`src/rtl/slc3_control_fsm.sv`:
```
// SLC-3 control unit: Moore FSM sequencing fetch, decode and execute.
// Every datapath control line is registered and depends only on the state being entered.
// Memory accesses (fetch read, LDR read, STR write) are held for MEM_WAIT cycles.
module slc3_control_fsm #(
    parameter int MEM_WAIT = 2
) (
    input  logic       Clk,
    input  logic       Reset_n,
    input  logic       Run,
    input  logic       Continue,
    input  logic [3:0] Opcode,
    input  logic       IR_5,
    input  logic       IR_11,
    input  logic       BEN,
    output logic       LD_MAR,
    output logic       LD_MDR,
    output logic       LD_IR,
    output logic       LD_BEN,
    output logic       LD_CC,
    output logic       LD_REG,
    output logic       LD_PC,
    output logic       LD_LED,
    output logic       GatePC,
    output logic       GateMDR,
    output logic       GateALU,
    output logic       GateMARMUX,
    output logic [1:0] PCMUX,
    output logic       DRMUX,
    output logic       SR1MUX,
    output logic       SR2MUX,
    output logic       ADDR1MUX,
    output logic [1:0] ADDR2MUX,
    output logic [1:0] ALUK,
    output logic       Mem_OE,
    output logic       Mem_WE
);

    typedef enum logic [4:0] {
        S_HALTED, S_F1, S_F2, S_F3, S_DEC,
        S_ADD, S_AND, S_NOT,
        S_BR, S_BR_T, S_JMP,
        S_J1, S_J2,
        S_L1, S_L2, S_L3,
        S_S1, S_S2, S_S3,
        S_P1, S_P2
    } state_t;

    typedef struct packed {
        logic       ld_mar;
        logic       ld_mdr;
        logic       ld_ir;
        logic       ld_ben;
        logic       ld_cc;
        logic       ld_reg;
        logic       ld_pc;
        logic       ld_led;
        logic       gate_pc;
        logic       gate_mdr;
        logic       gate_alu;
        logic       gate_marmux;
        logic [1:0] pcmux;
        logic       drmux;
        logic       sr1mux;
        logic       sr2mux;
        logic       addr1mux;
        logic [1:0] addr2mux;
        logic [1:0] aluk;
        logic       mem_oe;
        logic       mem_we;
    } ctl_t;

    localparam logic [2:0] WAIT_LAST = 3'(MEM_WAIT - 1);

    state_t     state;
    logic [2:0] wait_cnt;
    ctl_t       ctl;

    // Idle control word: nothing loads, nothing drives the bus, SRAM strobes inactive.
    function automatic ctl_t ctl_idle();
        ctl_t o;
        o        = '0;
        o.mem_oe = 1'b1;
        o.mem_we = 1'b1;
        return o;
    endfunction

    // Next-state logic; wait_done marks the last cycle of a held memory access.
    function automatic state_t next_state(state_t s, logic wait_done, logic run,
                                          logic cont, logic [3:0] op, logic ben);
        state_t n;
        n = s;
        case (s)
            S_HALTED: if (run) n = S_F1;
            S_F1:     n = S_F2;
            S_F2:     if (wait_done) n = S_F3;
            S_F3:     n = S_DEC;
            S_DEC: begin
                case (op)
                    4'b0001: n = S_ADD;
                    4'b0101: n = S_AND;
                    4'b1001: n = S_NOT;
                    4'b0000: n = S_BR;
                    4'b1100: n = S_JMP;
                    4'b0100: n = S_J1;
                    4'b0110: n = S_L1;
                    4'b0111: n = S_S1;
                    4'b1101: n = S_P1;
                    default: n = S_F1;
                endcase
            end
            S_BR:     n = ben ? S_BR_T : S_F1;
            S_J1:     n = S_J2;
            S_L1:     n = S_L2;
            S_L2:     if (wait_done) n = S_L3;
            S_S1:     n = S_S2;
            S_S2:     n = S_S3;
            S_S3:     if (wait_done) n = S_F1;
            S_P1:     if (cont) n = S_P2;
            // Wait for Continue to drop so one press resumes exactly once.
            S_P2:     if (!cont) n = S_F1;
            default:  n = S_F1;
        endcase
        return n;
    endfunction

    // Control word for the state being entered; IR bits are stable once decode starts.
    function automatic ctl_t decode(state_t s, logic ir5, logic ir11);
        ctl_t o;
        o = ctl_idle();
        case (s)
            S_F1: begin
                o.gate_pc = 1'b1;
                o.ld_mar  = 1'b1;
                o.ld_pc   = 1'b1;
            end
            S_F2, S_L2: begin
                o.mem_oe = 1'b0;
                o.ld_mdr = 1'b1;
            end
            S_F3: begin
                o.gate_mdr = 1'b1;
                o.ld_ir    = 1'b1;
            end
            S_DEC: o.ld_ben = 1'b1;
            S_ADD, S_AND, S_NOT: begin
                o.sr1mux   = 1'b1;
                o.gate_alu = 1'b1;
                o.ld_reg   = 1'b1;
                o.ld_cc    = 1'b1;
                o.sr2mux   = (s != S_NOT) ? ir5 : 1'b0;
                o.aluk     = (s == S_ADD) ? 2'b00 : (s == S_AND) ? 2'b01 : 2'b10;
            end
            S_BR_T: begin
                o.addr2mux = 2'b10;
                o.pcmux    = 2'b10;
                o.ld_pc    = 1'b1;
            end
            S_JMP: begin
                o.sr1mux   = 1'b1;
                o.addr1mux = 1'b1;
                o.pcmux    = 2'b10;
                o.ld_pc    = 1'b1;
            end
            // PC already holds PC+1 here, so R7 captures the return address.
            S_J1: begin
                o.gate_pc = 1'b1;
                o.drmux   = 1'b1;
                o.ld_reg  = 1'b1;
            end
            S_J2: begin
                if (ir11) begin
                    o.addr2mux = 2'b11;
                end else begin
                    o.addr1mux = 1'b1;
                    o.sr1mux   = 1'b1;
                end
                o.pcmux = 2'b10;
                o.ld_pc = 1'b1;
            end
            S_L1, S_S1: begin
                o.sr1mux      = 1'b1;
                o.addr1mux    = 1'b1;
                o.addr2mux    = 2'b01;
                o.gate_marmux = 1'b1;
                o.ld_mar      = 1'b1;
            end
            S_L3: begin
                o.gate_mdr = 1'b1;
                o.ld_reg   = 1'b1;
                o.ld_cc    = 1'b1;
            end
            S_S2: begin
                o.aluk     = 2'b11;
                o.gate_alu = 1'b1;
                o.ld_mdr   = 1'b1;
            end
            S_S3: o.mem_we = 1'b0;
            S_P1: o.ld_led = 1'b1;
            default: ;
        endcase
        return o;
    endfunction

    // State, memory wait counter and registered control word.
    always_ff @(posedge Clk or negedge Reset_n) begin
        if (!Reset_n) begin
            state    <= S_HALTED;
            wait_cnt <= 3'd0;
            ctl      <= ctl_idle();
        end else begin
            state <= next_state(state, wait_cnt == WAIT_LAST, Run, Continue, Opcode, BEN);
            ctl   <= decode(next_state(state, wait_cnt == WAIT_LAST, Run, Continue, Opcode, BEN),
                            IR_5, IR_11);
            if ((state == S_F2 || state == S_L2 || state == S_S3) && wait_cnt != WAIT_LAST)
                wait_cnt <= wait_cnt + 3'd1;
            else
                wait_cnt <= 3'd0;
        end
    end

    assign LD_MAR     = ctl.ld_mar;
    assign LD_MDR     = ctl.ld_mdr;
    assign LD_IR      = ctl.ld_ir;
    assign LD_BEN     = ctl.ld_ben;
    assign LD_CC      = ctl.ld_cc;
    assign LD_REG     = ctl.ld_reg;
    assign LD_PC      = ctl.ld_pc;
    assign LD_LED     = ctl.ld_led;
    assign GatePC     = ctl.gate_pc;
    assign GateMDR    = ctl.gate_mdr;
    assign GateALU    = ctl.gate_alu;
    assign GateMARMUX = ctl.gate_marmux;
    assign PCMUX      = ctl.pcmux;
    assign DRMUX      = ctl.drmux;
    assign SR1MUX     = ctl.sr1mux;
    assign SR2MUX     = ctl.sr2mux;
    assign ADDR1MUX   = ctl.addr1mux;
    assign ADDR2MUX   = ctl.addr2mux;
    assign ALUK       = ctl.aluk;
    assign Mem_OE     = ctl.mem_oe;
    assign Mem_WE     = ctl.mem_we;

    // Bus contention and SRAM strobe conflict are never allowed.
    a_gate_onehot: assert property (@(posedge Clk) disable iff (!Reset_n)
        $onehot0({GatePC, GateMDR, GateALU, GateMARMUX}));
    a_mem_strobe: assert property (@(posedge Clk) disable iff (!Reset_n)
        !(!Mem_OE && !Mem_WE));

endmodule

```
`config.mk`:
```
export PLATFORM = sky130hd
export DESIGN_NAME = slc3_control_fsm
export DESIGN_NICKNAME = d
export VERILOG_FILES = /design/src/rtl/slc3_control_fsm.sv
export SDC_FILE = /design/constraint.sdc
export NUM_CORES = 1
export LEC_CHECK = 0
export ABC_AREA = 0
export CAP_MARGIN = 20
export CORE_MARGIN = 4
export CORE_UTILIZATION = 45
export CTS_CLUSTER_DIAMETER = 100
export CTS_CLUSTER_SIZE = 16
export DETAILED_ROUTE_END_ITERATION = 10
export HOLD_SLACK_MARGIN = 0.05
export PLACE_DENSITY = 0.81
export SYNTH_ARGS = -nofsm -noshare
export SYNTH_HDL_FRONTEND = slang
export SYNTH_SLANG_ARGS = --single-unit
export TNS_END_PERCENT = 10
```
`constraint.sdc`:
```
create_clock -name Clk -period 3.25 [get_ports Clk]
set_clock_uncertainty 0.1 [all_clocks]
set_input_delay 0.65 -clock Clk [delete_from_list [all_inputs] [get_ports Clk]]
set_output_delay 0.65 -clock Clk [all_outputs]
set_load 0.03 [all_outputs]
```
==> metrics.cfg, run 1 <==
[timing]
setup_viol = 0
rsz0062_at_grt = no
fin_crit_sh = 0.8446
tightest_slew_ns = 0.6966
slew_violations = 0
max_freq_mhz = 364.3
finalSetupTns_ns = 0
period_needed_ns = 2.745
finalHoldViolCount = 0
slew_headroom = 0.5356

[yosys]
ys_warn_count = 0
avgSynthCellArea_um2 = 9.815
synth_top_area_frac = 0.3716
synth.cell_area_um2 = 1953
synth_seq_area_share = 0.3985
syn_nets = 217
synth_cell_type_count = 60
synthCells = 199
synth_area_leaders = dfrtp_1, ha_1, buf_4, dfstp_2, nor2_1
yosysMostFrequentCell = dfrtp_1
yosysTopAreaCell = dfrtp_1
synth_flop_cell = dfrtp_1
synth-async-reset-ratio = 1.000
synth-seq-cells = 31
synth-edff-count = 0
synth_common_cells = dfrtp_1, nor2_1, nand2_1

[min_path]
hold_class = reg2reg

[cells_and_area]
area_delta_synth_final_pct = 21.65
nNetsFinal = 247
n_fill_cell = 358
diodes = 0
fin_area_um2 = 2376
drive_gt1_frac = 0.1478
seqCellArea_um2 = 778.2
multiInputGateArea_um2 = 1025

[clocking]
post_cts_buffers = 0
cts_hold_buf = 0
cts_root_buf = clkbuf_8
h-tree-depth = 2
cts_tree = yes
cts.sinks = 31
clock_latency_ns = 0.27
clock_path_buffers = 2
cts_resized = 0
numCtsBuffers = 5
path_clk_slew_ns = 0.06

[floorplan]
rows = 23
die_area_um2 = 5458
fp.coreArea_um2 = 4086
initial_core_util = 0.4780
pin_count = 35
die_h_um = 73.88
die_x_um = 73.88

[routing]
postRouteAntennaNets = 0
routed_via_density = 5.693
drt_iter0_drc = 120
routed_wl_um = 4056
vias = 1594
drc = 0
drt-pass1-iter-count = 4
avgRoutedWirePerCell_um = 14.49

[place]
io_buffers = 33
dpl.hpwl_um = 2942
place_congestion = 0.9056
place_area_um2 = 2276

[global_routing]
grt_max_degree = 32
use_met2 = 0.2549
grt_pass1_wl_um = 6927
grt_pass1_vias = 1560
grt_overflow_total = 0
grt_busiest_layer = met2
track_usage = 0.1598
antenna_found_initial = 0
use_met3 = 0.03283
use_met1 = 0.2164

[critical_path]
r2r-start = state[0]
crit_chain = clkdlybuf4s50_1 -> inv_1 -> ha_1 -> and3b_1 -> o211ai_2 -> a31oi_2 -> nor2_4 -> inv_2 -> nor2_1 -> o2111a_1
critPathMaxFanout = 11
path_depth = 10
reg2reg_to = ADDR2MUX[0]
slowest_stage = clkdlybuf4s50_1
worstPathRequired_ns = 3.36
endpoint_kind = flip-flop
path_class = in2reg
startpoint = Opcode[1]
cp_num_buf_inv = 3
crit_arrival_ns = 2.85
setup.reg_to_reg.worst_slack_ns = 0.80
endpoint = SR2MUX
start_kind = input pin
crit_family = buffers and inverters
ff2ff_path_depth = 8
cpPeakStageDelay_ns = 0.49

[outcome]
status = complete, no violations

[job]
maxCapViolCount = 0

[pwr]
power.leakage_uw = 0.001033
peakVddDrop_v = 0.0004690
p_per_area_nw_per_um2 = 861.8

[cells by family after synthesis]
logic type,Yosys count,synth area share
simple gates,78,0.2447
compound gates,47,0.1960
flops,31,0.3985
buf+inv,27,0.07687
fa+ha+maj,7,0.04484
xor+xnor,6,0.02691
mux,2,0.01025
other cells,1,0.001920
[state kept, by name (all words and copies together), names as in the netlist, 2 cells and up]
signal,flops
ADDR2MUX,2
ALUK,2
state,5
wait_cnt,3
[placed cells by master (no fill, tap or decap), drive strengths merged, types with 3 or more instances in the layout]
cell,netlist,final
clkdlybuf4s50,0,33
dfrtp,29,29
nor2,15,15
nand2,12,12
inv,12,12
nor3,11,11
a21oi,10,10
clkbuf,0,8
nand2b,7,7
ha,7,7
o21ai,7,7
nand3,6,6
and3b,5,5
nor2b,4,4
xnor2,4,4
nand4,4,4
buf,14,4
o211ai,4,4
and3,3,3
a31oi,3,3
[report_power, final]
part / internal (uW) / leakage, uW / switching (uW) / total, uW
clock network: 193 / 0.0000515 / 126 / 319
registers: 481 / 0.000416 / 97.7 / 579
logic: 434 / 0.000565 / 717 / 1150
total: 1110 / 0.00103 / 940 / 2050
[worst min path at each step]
stage / from / endpoint / slack, ns / cells after the start
3_5_place_dp: wait_cnt[0] / wait_cnt[0] / 0.36 / 1
2_1_floorplan: Reset_n / ADDR1MUX / 0.25 / 0
4_1_cts: wait_cnt[0] / wait_cnt[0] / 0.37 / 1
5_1_grt: wait_cnt[0] / wait_cnt[0] / 0.38 / 1
6_report: wait_cnt[0] / wait_cnt[0] / 0.37 / 1
3_3_place_gp: wait_cnt[0] / wait_cnt[0] / 0.36 / 1
[per-layer routing]
| metal | wire (um) | part of all wire | vias up |
|---|---|---|---|
| li1 | - | - | 774 |
| met5 | 0 | 0 | - |
| met3 | 236 | 0.058 | 2 |
| met2 | 1971 | 0.49 | 48 |
| met1 | 1823 | 0.45 | 770 |
| met4 | 25 | 0.0062 | 0 |
[layout make-up]
| cell class | count | area share |
|---|---|---|
| Clock buffer | 8 | 0.04213 |
| Inverter | 13 | 0.02106 |
| Multi-Input combinational cell | 141 | 0.4313 |
| Sequential cell | 31 | 0.3275 |
| Tap cell | 50 | 0.02633 |
| Timing Repair Buffer | 37 | 0.1517 |
[per-stage QoR]
stage                     total power (uW)  setup slack [ns]  std cells  hold slack (ns)  utilization
after floorplan                       1487             1.010        199           0.2544            -
after global placement                1710            0.2727        272           0.3551       0.5570
after detailed placement              1725            0.2392        272           0.3601       0.5570
after CTS                             2055            0.5135        280           0.3679       0.5814
after global routing                  2205            0.3121        280           0.3806       0.5814
final                                 2048            0.5052        280           0.3657       0.5814
Note: power is estimated with default switching activity, not from simulation.
==> run 2, diff against run 1 <==
==> constraint.sdc (replaced) <==
create_clock -name Clk -period 2.6 [get_ports Clk]
set_clock_uncertainty 0.1 [all_clocks]
set_input_delay 0.52 -clock Clk [delete_from_list [all_inputs] [get_ports Clk]]
set_output_delay 0.52 -clock Clk [all_outputs]
set_load 0.03 [all_outputs]
==> run 2 against run 1 <==
Net effect: sequential cell count unchanged; critical path depth unchanged; sequential power increased by 23%; non-clock buffer count increased by 29; largest power group unchanged.
==> metrics.cfg, run 2 (same netlist as run 1, synthesis figures left out) <==
[clocking]
cts_tree = yes
numCtsBuffers = 5
clock_latency_ns = 0.28
h-tree-depth = 2
path_clk_slew_ns = 0.07
cts_hold_buf = 0
clock_path_buffers = 2
cts_root_buf = clkbuf_8
cts.sinks = 31

[timing]
setup_viol = 0
finalSetupTns_ns = 0
period_needed_ns = 2.520
fin_crit_sh = 0.9693
slew_violations = 0
finalHoldViolCount = 0
max_freq_mhz = 396.8

[critical_path]
slowest_stage = clkdlybuf4s50_1
cpPeakStageDelay_ns = 0.47
cp_num_buf_inv = 3
critPathMaxFanout = 5
start_kind = input pin
ff2ff_path_depth = 8
worstPathRequired_ns = 2.67
crit_chain = clkdlybuf4s50_1 -> inv_1 -> ha_1 -> nand2b_1 -> a21boi_0 -> o2111a_1 -> nor2_4 -> clkinvlp_4 -> and4_1 -> a221o_1
path_class = in2reg
crit_arrival_ns = 2.59
endpoint_kind = flip-flop
path_depth = 10
crit_family = buffers and inverters

[cells_and_area]
layout_common_cells = clkdlybuf4s50_1, buf_4, dfrtp_1
top_register = state
top_regs = state (5), wait_cnt (3)
diodes = 0
fin_util = 0.6415
drive_gt1_frac = 0.2577
area_delta_synth_final_pct = 34.21
largest_reg_flops = 5
nNetsFinal = 277

[place]
dpl.hpwl_um = 3344
io_buffers = 33
place_congestion = 0.8835

[global_routing]
grt_max_degree = 32
track_usage = 0.1770
grt_overflow_total = 0
grt_pass1_wl_um = 7610
grt_pass1_vias = 1637
antenna_found_initial = 0

[floorplan]
initial_core_util = 0.4780
pin_count = 35
die_x_um = 73.88
die_h_um = 73.88
die_area_um2 = 5458
fp.coreArea_um2 = 4086
rows = 23

[routing]
drt_iter0_drc = 159
drc = 0
avgRoutedWirePerCell_um = 14.81
routed_via_density = 5.503
vias = 1706
drt-pass1-iter-count = 4
routed_wl_um = 4591
postRouteAntennaNets = 0

[job]
maxCapViolCount = 0

[min_path]
min_path_cells = 1
hold_class = reg2reg

[outcome]
status = complete, no violations

[pwr]
power.leakage_uw = 0.001192
peakVddDrop_v = 0.0006504
p_per_area_nw_per_um2 = 1108

## run 2: cell types whose count changed in the layout (fill, tap and decap cells not counted), sizes merged
cell and change:
buf +29, clkdlybuf4s50 -1, clkinvlp +1, dlymetal6s2s +1
## run 2: layer usage
metal | routed length, um | up-vias | part of all wire | GRT usage
met5 | 0 | - | 0 | 0
met4 | 130 | 0 | 0.028 | 0.06237
li1 | - | 836 | - | -
met3 | 176 | 14 | 0.038 | 0.03010
met1 | 2018 | 809 | 0.44 | 0.2481
met2 | 2265 | 47 | 0.49 | 0.2736
## run 2: repair_timing
item	CTS	global route
setup endpoints to repair	0	9
resized for setup	0	7
setup buffers	0	0
## run 2: area by class of cell
type,instances,area [um2]
Fill cell,337,1465
Multi-Input combinational cell,141,1037
Sequential cell,31,779.5
Timing Repair Buffer,66,584.3
Clock buffer,8,100.1
Tap cell,50,62.56
Inverter,13,50.05
Timing Repair inverter,1,7.507
## run 2: path summary, 6_finish.rpt
check                      slack, ns   startpoint     endpoint
min reg2reg                     0.38  wait_cnt[0]  wait_cnt[0]
max in group asynchronous       1.57      Reset_n       Mem_WE
min in group asynchronous       0.52      Reset_n       LD_MDR
max                             0.08    Opcode[1]       LD_MDR
min                             0.38  wait_cnt[0]  wait_cnt[0]
max reg2reg                     0.26     state[1]       SR1MUX
## run 2: stage by stage
stage,worst slack (ns),cell area (um2),total power (uW),cells,hold slack [ns]
2_1_floorplan,0.4895,1953,1858,199,0.1244
3_3_place_gp,-0.1111,2494,2390,301,0.3506
4_1_cts,0.08765,2594,2860,309,0.3763
5_1_grt,-0.01796,2621,3100,310,0.3938
6_report,0.07980,2621,2904,310,0.3757
3_5_place_dp,-0.2003,2494,2433,301,0.3681
## run 2: power breakdown
part | internal (uW) | switching (uW) | total (uW)
Sequential | 602 | 109 | 711
Combinational | 776 | 996 | 1770
Clock | 241 | 180 | 421
Total | 1620 | 1290 | 2900
